**config.mk**
```make
export PLATFORM = sky130hd
export DESIGN_NAME = adsr_envelope
export DESIGN_NICKNAME = d
export VERILOG_FILES = /design/src/rtl/adsr_pkg.sv /design/src/rtl/adsr_envelope_tick_gen.sv /design/src/rtl/adsr_envelope.sv
export SDC_FILE = /design/constraint.sdc
export NUM_CORES = 1
export LEC_CHECK = 0
export ABC_CLOCK_PERIOD_IN_PS = 3000
export BUFFER_PORTS_ARGS = -buffer_cell sky130_fd_sc_hd__buf_2
export CAP_MARGIN = 20
export CORE_MARGIN = 2
export CORE_UTILIZATION = 52
export CTS_CLUSTER_SIZE = 14
export DETAILED_ROUTE_END_ITERATION = 10
export PLACE_DENSITY = 0.82
export SLEW_MARGIN = 20
export SYNTH_ARGS = -nofsm -noshare
export SYNTH_HDL_FRONTEND = slang
export SYNTH_HIERARCHICAL = 1
export SYNTH_SLANG_ARGS = --single-unit
```
**constraint.sdc**
```tcl
create_clock -name clk -period 3 [get_ports clk]
set_clock_uncertainty 0.05 [all_clocks]
set_input_delay 0.9 -clock clk [delete_from_list [all_inputs] [get_ports clk]]
set_output_delay 0.9 -clock clk [all_outputs]
set_load 0.05 [all_outputs]
```
**src/rtl/adsr_pkg.sv**
```systemverilog
// Shared types for the ADSR envelope generator: state encoding and its width.
package adsr_pkg;

  localparam int STATE_W = 3;

  typedef enum logic [STATE_W-1:0] {
    S_IDLE    = 3'd0,
    S_ATTACK  = 3'd1,
    S_DECAY   = 3'd2,
    S_SUSTAIN = 3'd3,
    S_RELEASE = 3'd4
  } adsr_state_e;

endpackage

```
**src/rtl/adsr_envelope_tick_gen.sv**
```systemverilog
// Tick prescaler: free-running counter that pulses o_tick when it reaches i_div,
// counting only while enabled; a synchronous clear restarts the period.
module tick_gen #(
  parameter int DIV_BITS = 16
) (
  input  logic                clk,
  input  logic                rst_n,
  input  logic                i_en,
  input  logic                i_clr,
  input  logic [DIV_BITS-1:0] i_div,
  output logic                o_tick
);

  logic [DIV_BITS-1:0] r_cnt;
  logic                w_hit;

  assign w_hit  = (r_cnt == i_div);
  // A clear in the same cycle wins, so the coinciding tick is dropped.
  assign o_tick = i_en & ~i_clr & w_hit;

  always_ff @(posedge clk or negedge rst_n) begin
    if (!rst_n)      r_cnt <= '0;
    else if (i_clr)  r_cnt <= '0;
    else if (i_en)   r_cnt <= w_hit ? '0 : r_cnt + 1'b1;
  end

endmodule

```
**src/rtl/adsr_envelope.sv**
```systemverilog
// ADSR envelope generator: gate edge detect, A/D/S/R state machine and saturating
// per-tick amplitude arithmetic driving the PWM duty input.
module adsr_envelope
  import adsr_pkg::*;
#(
  parameter int RES      = 8,
  parameter int DIV_BITS = 16
) (
  input  logic                clk,
  input  logic                rst_n,
  input  logic                gate,
  input  logic [DIV_BITS-1:0] tick_div,
  input  logic [RES-1:0]      attack_step,
  input  logic [RES-1:0]      decay_step,
  input  logic [RES-1:0]      sustain_level,
  input  logic [RES-1:0]      release_step,
  output logic [RES-1:0]      env_out,
  output logic                active,
  output logic [STATE_W-1:0]  state_out
);

  localparam logic [RES-1:0] MAX = '1;

  adsr_state_e  r_state;
  logic [RES-1:0] r_env;
  logic           r_gate_q;

  logic           w_rise;
  logic           w_fall;
  logic           w_fall_act;
  logic           w_edge;
  logic           w_tick;
  logic [RES:0]   w_att_sum;
  logic [RES:0]   w_dec_floor;
  logic           w_att_done;
  logic           w_dec_done;
  logic           w_rel_done;

  assign w_rise     = gate & ~r_gate_q;
  assign w_fall     = ~gate & r_gate_q;
  // Release only makes sense from a sounding, key-held state.
  assign w_fall_act = w_fall & ((r_state == S_ATTACK) ||
                                (r_state == S_DECAY)  ||
                                (r_state == S_SUSTAIN));
  assign w_edge     = w_rise | w_fall_act;

  tick_gen #(
    .DIV_BITS (DIV_BITS)
  ) u_tick_gen (
    .clk    (clk),
    .rst_n  (rst_n),
    .i_en   (r_state != S_IDLE),
    .i_clr  (w_edge),
    .i_div  (tick_div),
    .o_tick (w_tick)
  );

  // One extra bit so the attack sum and decay floor never wrap.
  assign w_att_sum   = {1'b0, r_env} + {1'b0, attack_step};
  assign w_dec_floor = {1'b0, sustain_level} + {1'b0, decay_step};
  assign w_att_done  = (attack_step == '0) || (w_att_sum >= {1'b0, MAX});
  assign w_dec_done  = (decay_step == '0) || ({1'b0, r_env} <= w_dec_floor);
  assign w_rel_done  = (release_step == '0) || (r_env <= release_step);

  always_ff @(posedge clk or negedge rst_n) begin
    if (!rst_n) begin
      r_state  <= S_IDLE;
      r_env    <= '0;
      r_gate_q <= 1'b0;
    end else begin
      r_gate_q <= gate;
      if (w_rise) begin
        r_state <= S_ATTACK;
      end else if (w_fall_act) begin
        r_state <= S_RELEASE;
      end else if (w_tick) begin
        unique case (r_state)
          S_ATTACK: begin
            if (w_att_done) begin
              r_env   <= MAX;
              r_state <= S_DECAY;
            end else begin
              r_env   <= w_att_sum[RES-1:0];
            end
          end
          S_DECAY: begin
            if (w_dec_done) begin
              r_env   <= sustain_level;
              r_state <= S_SUSTAIN;
            end else begin
              r_env   <= r_env - decay_step;
            end
          end
          S_SUSTAIN: r_env <= sustain_level;
          S_RELEASE: begin
            if (w_rel_done) begin
              r_env   <= '0;
              r_state <= S_IDLE;
            end else begin
              r_env   <= r_env - release_step;
            end
          end
          default: r_env <= '0;
        endcase
      end
    end
  end

  assign env_out   = r_env;
  assign state_out = r_state;
  assign active    = (r_state != S_IDLE);

endmodule
```
==> results of run 1 <==
==> final timing paths <==
kind | startpoint | end | slack [ps] | depth (start not counted)
min | r_gate_q$_DFF_PN0_ | state_out[2]$_DFFE_PN0P_ | 560 | 2
max | decay_step[0] | env_out[1]$_DFFE_PN0P_ | -1170 | 17
min reg2reg | r_gate_q$_DFF_PN0_ | state_out[2]$_DFFE_PN0P_ | 560 | 2
min in group asynchronous | rst_n | u_tick_gen/r_cnt[2]$_DFFE_PN0P_ | 580 | 1
max reg2reg | env_out[0]$_DFFE_PN0P_ | env_out[1]$_DFFE_PN0P_ | 80 | 10
max in group asynchronous | rst_n | env_out[5]$_DFFE_PN0P_ | 1880 | 1
==> critical path, delay by kind of cell <==
kind,cells,cell delay (ps)
simple gates,2,170
buf+inv,2,270
mux,1,80
fa+ha+maj,3,760
xor+xnor,1,200
compound gates,8,1860
==> metrics by stage <==
step	worst slack (ps)	setup TNS [ps]	util [%]	cells
6_report	-1170	-9705	71.50	657
4_1_cts	-916.9	-7706	70.31	654
3_3_place_gp	-1122	-9609	67.41	641
3_5_place_dp	-1314	-10970	67.41	641
2_1_floorplan	-1042	-7683	-	443
5_1_grt	-1328	-11280	71.50	657
==> Yosys cell counts (all sizes together), types with 5 or more instances <==
library cell	instances	area (um2)
clkbuf	6	22.52
o21a	9	67.56
nor2b	12	82.58
nand2b	9	56.30
o221ai	5	61.31
buf	8	52.55
ha	40	500.5
and3	8	61.31
nor2	31	116.4
dfrtp	28	700.7
xnor2	16	140.1
nand3	11	55.05
o21ai	20	100.1
nor4	15	100.1
a21oi	22	110.1
xor2	20	175.2
a31oi	11	68.82
o211ai	8	60.06
a21o	7	52.55
or3	5	36.28
nor3	12	65.06
nand2	32	120.1
nand4	15	100.1
inv	31	116.4
==> flip-flops by register name, summed over array words and instances (netlist names) <==
signal and count:
env_out 8, r_gate_q 1, state_out 3, u_tick_gen/r_cnt 16
==> cell type report <==
cell class | count | area share, %
Clock buffer | 3 | 0.8547
Clock inverter | 1 | 0.6216
Inverter | 31 | 2.409
Multi-Input combinational cell | 370 | 59.60
Sequential cell | 28 | 14.50
Tap cell | 80 | 2.072
Timing Repair Buffer | 144 | 19.94
==> layout by cell type, fill, tap and decap left out, types with 14 or more instances in the layout <==
| cell | synthesis | final |
|---|---|---|
| o21ai_0 | 19 | 17 |
| xnor2_1 | 16 | 15 |
| nand2_1 | 32 | 32 |
| buf_4 | 0 | 79 |
| ha_1 | 40 | 37 |
| nor2_1 | 31 | 28 |
| a21oi_1 | 22 | 19 |
| xor2_1 | 20 | 20 |
| nor4_1 | 14 | 14 |
| dfrtp_1 | 28 | 28 |
| nand4_1 | 14 | 14 |
| buf_2 | 6 | 59 |
| inv_1 | 31 | 30 |
==> metal layers <==
| layer | vias up | track usage (%) | wire (um) |
|---|---|---|---|
| li1 | 1930 | - | - |
| met1 | 1957 | 38.67 | 4740 |
| met2 | 239 | 53.99 | 5689 |
| met3 | 66 | 5.844 | 1142 |
| met4 | 0 | 15.80 | 677 |
| met5 | - | 0 | 0 |
==> logic make-up after synthesis <==
family	share of synthesized area, %
flops	19.31
simple gates	25.55
fa+ha+maj	16.00
buf+inv	5.276
mux	2.345
xor+xnor	8.690
compound gates	22.83
==> power by group through the flow <==
stage | sequential, W | combinational [W] | clock [W]
finish | 0.000434 | 0.000505 | 0.000317
global route | 0.000438 | 0.000547 | 0.000324
CTS | 0.000432 | 0.000463 | 0.000309
detailed placement | 0.000438 | 0.000440 | 0
global placement | 0.000436 | 0.000423 | 0
floorplan | 0.000434 | 0.000262 | 0
==> repair_timing <==
| action | in CTS | in global routing |
|---|---|---|
| setup endpoints to repair | 9 | 10 |
| resized for setup | 14 | 12 |
| buffers inserted | 9 | 3 |
| pin swaps | 7 | 19 |
==> results.sh, run 1 <==
export IMPL_grt_usage_pct=31.82
export IMPL_p_switching_w=0.0004340
export IMPL_critPathSlowestCell="fa_2"
export IMPL_syn_to_final_growth_pct=33.14
export IMPL_ff_latch_area_um2=700.7
export IMPL_p_total_w=0.001255
export IMPL_setup_viol=9
export IMPL_gr_total_overflow=0
export IMPL_placementRows=30
export IMPL_viasPerCell=6.381
export IMPL_cts_sink_count=28
export IMPL_gp_congestion=0.9480
export IMPL_port_buffers=62
export IMPL_hold_viol_final=0
export IMPL_power_internal_w=0.0008215
export IMPL_layout_drive_gt1_share_pct=32.24
export IMPL_status="finished, violations left"
export IMPL_grt_pass1_vias=4089
export IMPL_fp_dieW_um=87.54
export IMPL_clkTransAtPathRegs_ps=110
export IMPL_fin_crit_ps=4170
export IMPL_finalNetCount=673
export IMPL_postRouteAntennaNets=0
export IMPL_hpwlAfterDp_um=8740
export IMPL_holdWs_ps=564.1
export IMPL_core_area_mm2=0.006756
export IMPL_cellLeakagePower_nw=2.349
export IMPL_grt_max_degree=29
export IMPL_power_frac_comb_pct=40.2
export IMPL_synth_warnings=6
export IMPL_hold_class="reg -> reg"
export IMPL_die_area_mm2=0.007662
export IMPL_die_height_um=87.54
export IMPL_violations="setup timing"
export IMPL_async_flop_share_pct=100.0
export IMPL_dr_pass1_iters=8
export IMPL_yosysUniqueCellTypes=66
export IMPL_synth_area_mm2=0.003628
export IMPL_setup_ws_ps=-1170
export IMPL_io_pins=63
export IMPL_wl_per_cell_um=18.64
export IMPL_root_buffer="clkbuf_8"
export IMPL_final_design_area_no_fill_mm2=0.004831
export IMPL_worst_slew_pin_slew_ps=814.1
export IMPL_ctsHoldBuffers=0
export IMPL_cts_buffers_inserted=3
export IMPL_max_slew_margin_pct=45.04
export IMPL_slowest_delay_ps=370
export IMPL_n_fill_cell=513
export IMPL_synth_seq_cells=28
export IMPL_critPathCaptureType="flip-flop"
export IMPL_synth_ff_type="dfrtp_1"
export IMPL_drt_total_wl_um=12250
export IMPL_p_sw_share_pct=34.57
export IMPL_crit_top_cell="ha_4"
export IMPL_ys_seq_area_share_pct=19.31
export IMPL_multi_input_area_mm2=0.002879
export IMPL_required_ps=3100
export IMPL_min_period_over_period_pct=139.0
export IMPL_placed_area_mm2=0.004554
export IMPL_h_tree_depth=1
export IMPL_vias=4192
export IMPL_start_kind="input port"
export IMPL_crit_path_max_fanout=4
export IMPL_fmax_mhz=239.8
export IMPL_synthCells=443
export IMPL_cp_arrival_ps=4270
export IMPL_antenna_found_initial=0
export IMPL_crit_type="in -> reg"
export IMPL_drt_iter0_markers=372
export IMPL_grt_pass1_wl_um=19320
export IMPL_cts_tree="yes"
export IMPL_clk_latency_ps=290
export IMPL_diodes=0
export IMPL_initial_core_util_pct=53.70
export IMPL_synth_edf_count=0
export IMPL_cp_cell_sequence="buf_8 > ha_4 > fa_2 > a211oi_2 > nor2_2 > o21ai_1 > nand2b_1 > xnor2_2 > ha_4 > a211o_1 > o221ai_2 > a21oi_2 > o221ai_4 > buf_6 > mux2i_1 > a222oi_1 > o221ai_1"
export IMPL_syn_avg_cell_area_um2=8.191
export IMPL_drc=0
export IMPL_power_per_cell_area_mw_per_mm2=259.9
export IMPL_cts_buffer_depth=2
export IMPL_rsz0062_at_grt="true"
export IMPL_cap_violations=0
export IMPL_synth_nets=538
export IMPL_report_final_slew_viol_count=0
export IMPL_clkPwrFrac_pct=25.2
export IMPL_p_seq_share_pct=34.5
export IMPL_vdd_ir_drop_max_v=0.0002004
(Power assumes the default switching activity.)
==> run 2: changes to the inputs <==
--- a/config.mk
+++ b/config.mk
@@ -5,11 +5,12 @@
 export SDC_FILE = /design/constraint.sdc
 export NUM_CORES = 1
 export LEC_CHECK = 0
+export ABC_AREA = 1
 export ABC_CLOCK_PERIOD_IN_PS = 3000
 export BUFFER_PORTS_ARGS = -buffer_cell sky130_fd_sc_hd__buf_2
 export CAP_MARGIN = 20
 export CORE_MARGIN = 2
-export CORE_UTILIZATION = 52
+export CORE_UTILIZATION = 53
 export CTS_CLUSTER_SIZE = 14
 export DETAILED_ROUTE_END_ITERATION = 10
 export PLACE_DENSITY = 0.82
==> run 2 against run 1 <==
  * Sequential power increased by 2%
  * Critical path type unchanged
  * Total power grew 5.8%
  * Critical path depth rose by 4
  * The run still ends with setup timing left
  * Worst setup slack improved by 990 ps
  * Fmax up 31%
  * Sequential cell count unchanged
  * Die area is 11% higher
  * Cell count is 30% higher
  * Non-clock buffer count fell by 54
  * Combinational power grew 16%
  * Worst hold slack lost 29 ps
==> results.sh, run 2 <==
export IMPL_status="finished, violations left"
export IMPL_violations="setup timing"
export IMPL_hpwlAfterDp_um=8838
export IMPL_wl_met3_um=858
export IMPL_p_total_w=0.001328
export IMPL_wl_per_cell_um=13.51
export IMPL_gr_total_overflow=0
export IMPL_syn_avg_cell_area_um2=6.173
export IMPL_grt_usage_pct=27.60
export IMPL_finalNetCount=851
export IMPL_async_flop_share_pct=100.0
export IMPL_setup_viol=11
export IMPL_largest_reg_flops=16
export IMPL_final_design_area_no_fill_mm2=0.004946
export IMPL_yosysUniqueCellTypes=41
export IMPL_required_ps=3130
export IMPL_mostFrequentLayoutCell="nand2_1"
export IMPL_critPathTopFamily="simple AND/OR/NAND/NOR gates"
export IMPL_io_pins=63
export IMPL_cap_violations=0
export IMPL_synthTopCellsByCount="238 x nand2_1, 94 x inv_1, 51 x nand3_1"
export IMPL_critPathSlowestCell="ha_1"
export IMPL_rsz0062_at_grt="true"
export IMPL_antenna_found_initial=0
export IMPL_cp_arrival_ps=3310
export IMPL_viasPerCell=5.270
export IMPL_synth_top_cells_by_area="nand2_1 22%, dfrtp_1 17%, ha_1 12%, inv_1 8.6%, nand3_1 6.2%"
export IMPL_die_height_um=92.08
export IMPL_min_period_over_period_pct=106.0
export IMPL_placed_area_mm2=0.004728
export IMPL_setup_ws_ps=-180.9
export IMPL_h_tree_depth=1
export IMPL_clkTransAtPathRegs_ps=100
export IMPL_highest_layer="met4"
export IMPL_synth_nets=761
export IMPL_worst_slew_pin_slew_ps=633.6
export IMPL_port_buffers=62
export IMPL_vdd_ir_drop_max_v=0.0002427
export IMPL_reg2reg_slack_ps=480
export IMPL_power_per_cell_area_mw_per_mm2=268.6
export IMPL_initial_core_util_pct=54.05
export IMPL_synth_warnings=6
export IMPL_cts_tree="yes"
export IMPL_drc=0
export IMPL_crit_type="in -> reg"
export IMPL_layout_drive_gt1_share_pct=24.11
export IMPL_top_register="u_tick_gen/r_cnt"
export IMPL_critical_path_buf_inv_count=3
export IMPL_crit_path_max_fanout=5
export IMPL_cellLeakagePower_nw=2.870
export IMPL_synthCells=666
export IMPL_critPathCaptureType="flip-flop"
export IMPL_synth_seq_cells=28
export IMPL_dr_pass1_iters=5
export IMPL_synthMostInstantiatedCell="nand2_1"
export IMPL_slowest_delay_ps=250
export IMPL_grt_pass1_vias=4322
export IMPL_start_kind="input port"
export IMPL_synth_area_mm2=0.004111
export IMPL_cts_sink_count=28
export IMPL_synth_top_cell_area_share_pct=21.73
export IMPL_hold_viol_final=0
export IMPL_final_cell_mix="236 x nand2_1, 94 x inv_1, 57 x buf_2"
export IMPL_cts_buffers_inserted=3
export IMPL_cp_cell_sequence="buf_8 > ha_4 > a21oi_2 > nand2_1 > a21o_1 > a21oi_2 > buf_4 > xor2_2 > ha_1 > nand2_1 > inv_1 > nand4_1 > nand2_2 > nor2_4 > nand3_2 > nand2_2 > nor2_2 > nand2_2 > nand2_2 > nand2_1 > nand2_1"
export IMPL_postRouteAntennaNets=0
export IMPL_root_buffer="clkbuf_8"
export IMPL_gp_congestion=0.8891
export IMPL_drt_iter0_markers=349
export IMPL_grt_max_degree=29
export IMPL_diodes=0
export IMPL_fin_crit_ps=3181
export IMPL_vias=4516
export IMPL_hold_class="reg -> reg"
export IMPL_clk_latency_ps=280
export IMPL_die_area_mm2=0.008478
export IMPL_ys_seq_area_share_pct=17.04
export IMPL_synth_largest_area_cell="nand2_1"
export IMPL_synth_edf_count=0
export IMPL_report_final_slew_viol_count=0
export IMPL_fmax_mhz=314.4
export IMPL_core_area_mm2=0.007607
export IMPL_met2_length_um=5287
export IMPL_fp_dieW_um=92.08
export IMPL_drt_met1_wl_um=5031
export IMPL_grt_pass1_wl_um=19200
export IMPL_syn_to_final_growth_pct=20.30
export IMPL_cts_buffer_depth=2
export IMPL_placementRows=32
export IMPL_holdWs_ps=534.7
export IMPL_drt_total_wl_um=11570
export IMPL_max_slew_margin_pct=57.76
export IMPL_synth_ff_type="dfrtp_1"
run 2: changes by cell type after synthesis, moves of 12 or more:
| cell | delta |
|---|---|
| nor2_1 | +16 |
| nor4_1 | -13 |
| inv_2 | +21 |
| nand2_2 | +13 |
| nand2_1 | +206 |
| nand3_1 | +40 |
| nand3_2 | +12 |
| inv_1 | +63 |
run 2: what timing repair did:
item	in CTS	in global routing
buffers inserted	4	0
pin swaps	16	5
hold buffers	0	0
resized for setup	20	5
setup endpoints to repair	11	11
run 2: per-layer routing:
metal,vias to the layer above,GRT usage (%)
li1,2268,-
met1,2019,36.43
met2,188,46.57
met3,41,2.958
met4,0,10.32
met5,-,0
run 2: cell type report:
class                      instances  area, um2
multi-input combinational        515       3037
fill                             699       2661
sequential                        28      700.7
timing repair buffer              90      566.8
inverter                         118      442.9
tap                              102      127.6
clock buffer                       3      41.29
clock inverter                     1      30.03
run 2: cells by family (layout without fill, tap and decap cells):
family	count (synthesis)	count (layout)	synth area share [%]
compound gates	49	49	7.669
xor+xnor	27	27	5.752
fa+ha+maj	44	44	14.12
buf+inv	123	212	11.62
flops	28	28	17.04
simple gates	395	395	43.79
run 2: tightest hold or removal path, stage by stage, from the launching register on:
cell     delay [ps]
dfrtp_1         430
nand2_1          70
nand2_1          60
run 2: final timing paths:
path,startpoint,end,depth (start not counted)
worst max-delay path,decay_step[2],state_out[0]$_DFFE_PN0P_,21
worst min-delay path,u_tick_gen/r_cnt[15]$_DFFE_PN0P_,u_tick_gen/r_cnt[15]$_DFFE_PN0P_,2
worst min register to register,u_tick_gen/r_cnt[15]$_DFFE_PN0P_,u_tick_gen/r_cnt[15]$_DFFE_PN0P_,2
worst max register to register,env_out[0]$_DFFE_PN0P_,env_out[0]$_DFFE_PN0P_,14
min in group asynchronous,rst_n,u_tick_gen/r_cnt[15]$_DFFE_PN0P_,1
max in group asynchronous,rst_n,u_tick_gen/r_cnt[8]$_DFFE_PN0P_,1
run 2: power by group:
part / switching [W] / total [W] / leakage, nW / internal, W
clock: 0.000123 / 0.000302 / 0.0357 / 0.000179
combinational: 0.000354 / 0.000585 / 2.45 / 0.000231
sequential: 0.0000434 / 0.000441 / 0.384 / 0.000398
run 2: metrics by stage:
step	worst slack, ps	util, %	cells	TNS [ps]
3_3_place_gp	-371.7	62.15	849	-3481
6_report	-180.9	65.02	857	-1350
3_5_place_dp	-523.4	62.15	849	-4929
4_1_cts	-86.55	64.75	857	-489.6
5_1_grt	-313.0	65.02	857	-3054
2_1_floorplan	-146.9	-	666	-955.0
==> run 3: changes to the inputs <==
--- a/config.mk
+++ b/config.mk
@@ -6,14 +6,15 @@
 export NUM_CORES = 1
 export LEC_CHECK = 0
 export ABC_AREA = 1
-export ABC_CLOCK_PERIOD_IN_PS = 3000
+export ABC_CLOCK_PERIOD_IN_PS = 3100
 export BUFFER_PORTS_ARGS = -buffer_cell sky130_fd_sc_hd__buf_2
 export CAP_MARGIN = 20
-export CORE_MARGIN = 2
-export CORE_UTILIZATION = 53
+export CORE_MARGIN = 3
+export CORE_UTILIZATION = 59
 export CTS_CLUSTER_SIZE = 14
 export DETAILED_ROUTE_END_ITERATION = 10
-export PLACE_DENSITY = 0.82
+export HOLD_SLACK_MARGIN = 0.06
+export PLACE_DENSITY = 0.86
 export SLEW_MARGIN = 20
 export SYNTH_ARGS = -nofsm -noshare
 export SYNTH_HDL_FRONTEND = slang
==> constraint.sdc (replaced) <==
create_clock -name clk -period 3.1 [get_ports clk]
set_clock_uncertainty 0.05 [all_clocks]
set_input_delay 0.93 -clock clk [delete_from_list [all_inputs] [get_ports clk]]
set_output_delay 0.93 -clock clk [all_outputs]
set_load 0.05 [all_outputs]
==> run 3 against run 2 <==
  * The flow still finishes with violations (setup timing)
  * Combinational power shrank 3%
  * Sequential cell count unchanged
  * Clock power down 20%
  * Cell count shrank 2.7%
  * Sequential share of layout area is 0.20 points higher
  * Wire length decreased by 0.48%
  * Critical endpoint unchanged
  * Largest power group unchanged
  * Highest routed layer unchanged
==> results.sh, run 3 (same netlist as run 2, synthesis figures left out) <==
export IMPL_min_from="env_out[0]$_DFFE_PN0P_"
export IMPL_required_ps=3230
export IMPL_fin_crit_ps=3162
export IMPL_violations="setup timing"
export IMPL_rsz0062_at_grt="true"
export IMPL_dr_pass1_iters=5
export IMPL_grt_pass1_wl_um=18580
export IMPL_status="finished, violations left"
export IMPL_hold_end="env_out[0]$_DFFE_PN0P_"
export IMPL_grt_pass1_vias=4270
export IMPL_max_slew_margin_pct=53.52
export IMPL_reg2reg_to="env_out[0]$_DFFE_PN0P_"
export IMPL_min_period_over_period_pct=102.0
export IMPL_grt_usage_pct=29.22
export IMPL_clkTransAtPathRegs_ps=110
export IMPL_gp_congestion=0.9945
export IMPL_viasPerCell=5.465
export IMPL_final_cell_mix="236 x nand2_1, 94 x inv_1, 60 x buf_2"
export IMPL_layout_drive_gt1_share_pct=24.04
export IMPL_cts_tree="yes"
export IMPL_grt_max_degree=29
export IMPL_drc=0
export IMPL_initial_core_util_pct=62.95
export IMPL_fp_dieW_um=89.48
export IMPL_gr_total_overflow=0
export IMPL_cp_cell_sequence="buf_2 > ha_4 > fa_2 > nand3_2 > nand2_2 > xnor2_1 > ha_1 > nand2_1 > nor2_2 > nand2_1 > nand3_1 > nand2_1 > nand2_1 > nand2_4 > nand2_4 > nand3_2 > nand2_2 > nor2_2 > nand2_2 > nand2_2 > nand2_1 > nand2_1"
export IMPL_cellLeakagePower_nw=2.860
export IMPL_core_area_mm2=0.006531
export IMPL_h_tree_depth=1
export IMPL_io_pins=63
export IMPL_cap_violations=0
export IMPL_critPathSlowestCell="fa_2"
export IMPL_antenna_found_initial=0
export IMPL_root_buffer="clkbuf_8"
export IMPL_hpwlAfterDp_um=8996
export IMPL_slowest_delay_ps=360
export IMPL_fin_cells=834
export IMPL_syn_to_final_growth_pct=18.59
export IMPL_vdd_ir_drop_max_v=0.0001791
export IMPL_rr_worst_depth=14
export IMPL_report_final_slew_viol_count=0
export IMPL_ff_latch_area_um2=700.7
export IMPL_die_area_mm2=0.008006
export IMPL_fmax_mhz=316.3
export IMPL_n_fill_cell=526
export IMPL_cp_arrival_ps=3300
export IMPL_power_per_cell_area_mw_per_mm2=253.9
export IMPL_min_path_cells=2
export IMPL_drt_total_wl_um=11520
export IMPL_place_ws_ps=-410.1
export IMPL_drt_iter0_markers=322
export IMPL_crit_type="in -> reg"
export IMPL_start_kind="input port"
export IMPL_setup_ws_ps=-61.89
export IMPL_finalNetCount=853
export IMPL_port_buffers=62
export IMPL_reg2reg_slack_ps=590
export IMPL_setup_viol=8
export IMPL_largest_reg_flops=16
export IMPL_postRouteAntennaNets=0
export IMPL_hold_class="reg -> reg"
export IMPL_worst_slew_pin_slew_ps=697.2
export IMPL_r2r_start="env_out[0]$_DFFE_PN0P_"
export IMPL_cts_buffers_inserted=3
export IMPL_die_height_um=89.48
export IMPL_clk_latency_ps=280
export IMPL_mostFrequentLayoutCell="nand2_1"
export IMPL_wl_per_cell_um=13.81
export IMPL_diodes=0
export IMPL_hold_viol_final=0
export IMPL_cts_sink_count=28
export IMPL_critPathCaptureType="flip-flop"
export IMPL_vias=4558
export IMPL_cts_buffer_depth=2
export IMPL_crit_path_max_fanout=5
export IMPL_crit_top_cell="nand2_1"
export IMPL_placementRows=29
export IMPL_top_register="u_tick_gen/r_cnt"
export IMPL_placed_cells=824
export IMPL_multi_input_area_mm2=0.003022
-- run 3: area by class of cell --
| class | instances | share of cell area (%) |
|---|---|---|
| multi-input combinational | 515 | 61.97 |
| sequential | 28 | 14.37 |
| timing repair buffer | 92 | 11.47 |
| inverter | 118 | 9.084 |
| tap | 77 | 1.976 |
| clock buffer | 4 | 1.129 |
-- run 3: worst max-delay path by stage --
stage | cells after the start | startpoint | to | slack, ps
final | 22 | decay_step[0] | state_out[0]$_DFFE_PN0P_ | -60
after global routing | 21 | decay_step[2] | env_out[7]$_DFFE_PN0P_ | -250
after CTS | 20 | decay_step[2] | env_out[3]$_DFFE_PN0P_ | -30
after detailed placement | 22 | decay_step[0] | state_out[0]$_DFFE_PN0P_ | -410
after global placement | 22 | decay_step[0] | state_out[0]$_DFFE_PN0P_ | -360
after floorplan | 20 | decay_step[2] | state_out[0]$_DFFE_PN0P_ | -80
-- run 3: timing repair --
item,CTS,global route
pin swaps,11,12
resized for setup,11,5
hold buffers,0,0
cloned,0,0
hold endpoints to repair,0,0
endpoints found under the setup margin,11,11
setup buffers,6,0
-- run 3: power by group --
part	switching [W]	leakage, nW	internal, W
clock network	0.000129	0.0288	0.000114
registers	0.0000410	0.384	0.000385
logic	0.000345	2.45	0.000224
-- run 3: critical path, delay by kind of cell --
family / cells / cell delay (ps)
XOR/XNOR: 1 / 140
adder cells (fa/ha/maj): 3 / 830
buffers and inverters: 1 / 130
AND/OR/NAND/NOR: 17 / 1250
-- run 3: per-layer routing --
metal | global-route usage [%] | vias up | wire length [um]
li1 | - | 2270 | -
met1 | 38.10 | 2065 | 5071
met2 | 49.77 | 186 | 5293
met3 | 3.687 | 37 | 839
met4 | 10.01 | 0 | 314
met5 | 0 | - | 0
-- run 3: through the flow --
stage	setup TNS (ps)	hold slack [ps]	total power [W]	area, um2	util, %
final	-230.5	510.6	0.001238	4876	74.66
after global routing	-2390	537.3	0.001311	4876	74.66
after CTS	-105.6	507.2	0.001223	4853	74.31
after detailed placement	-4045	481.1	0.0009630	4697	71.92
after global placement	-3462	483.7	0.0009406	4697	71.92
after floorplan	-258.9	458.1	0.0007903	4145	-
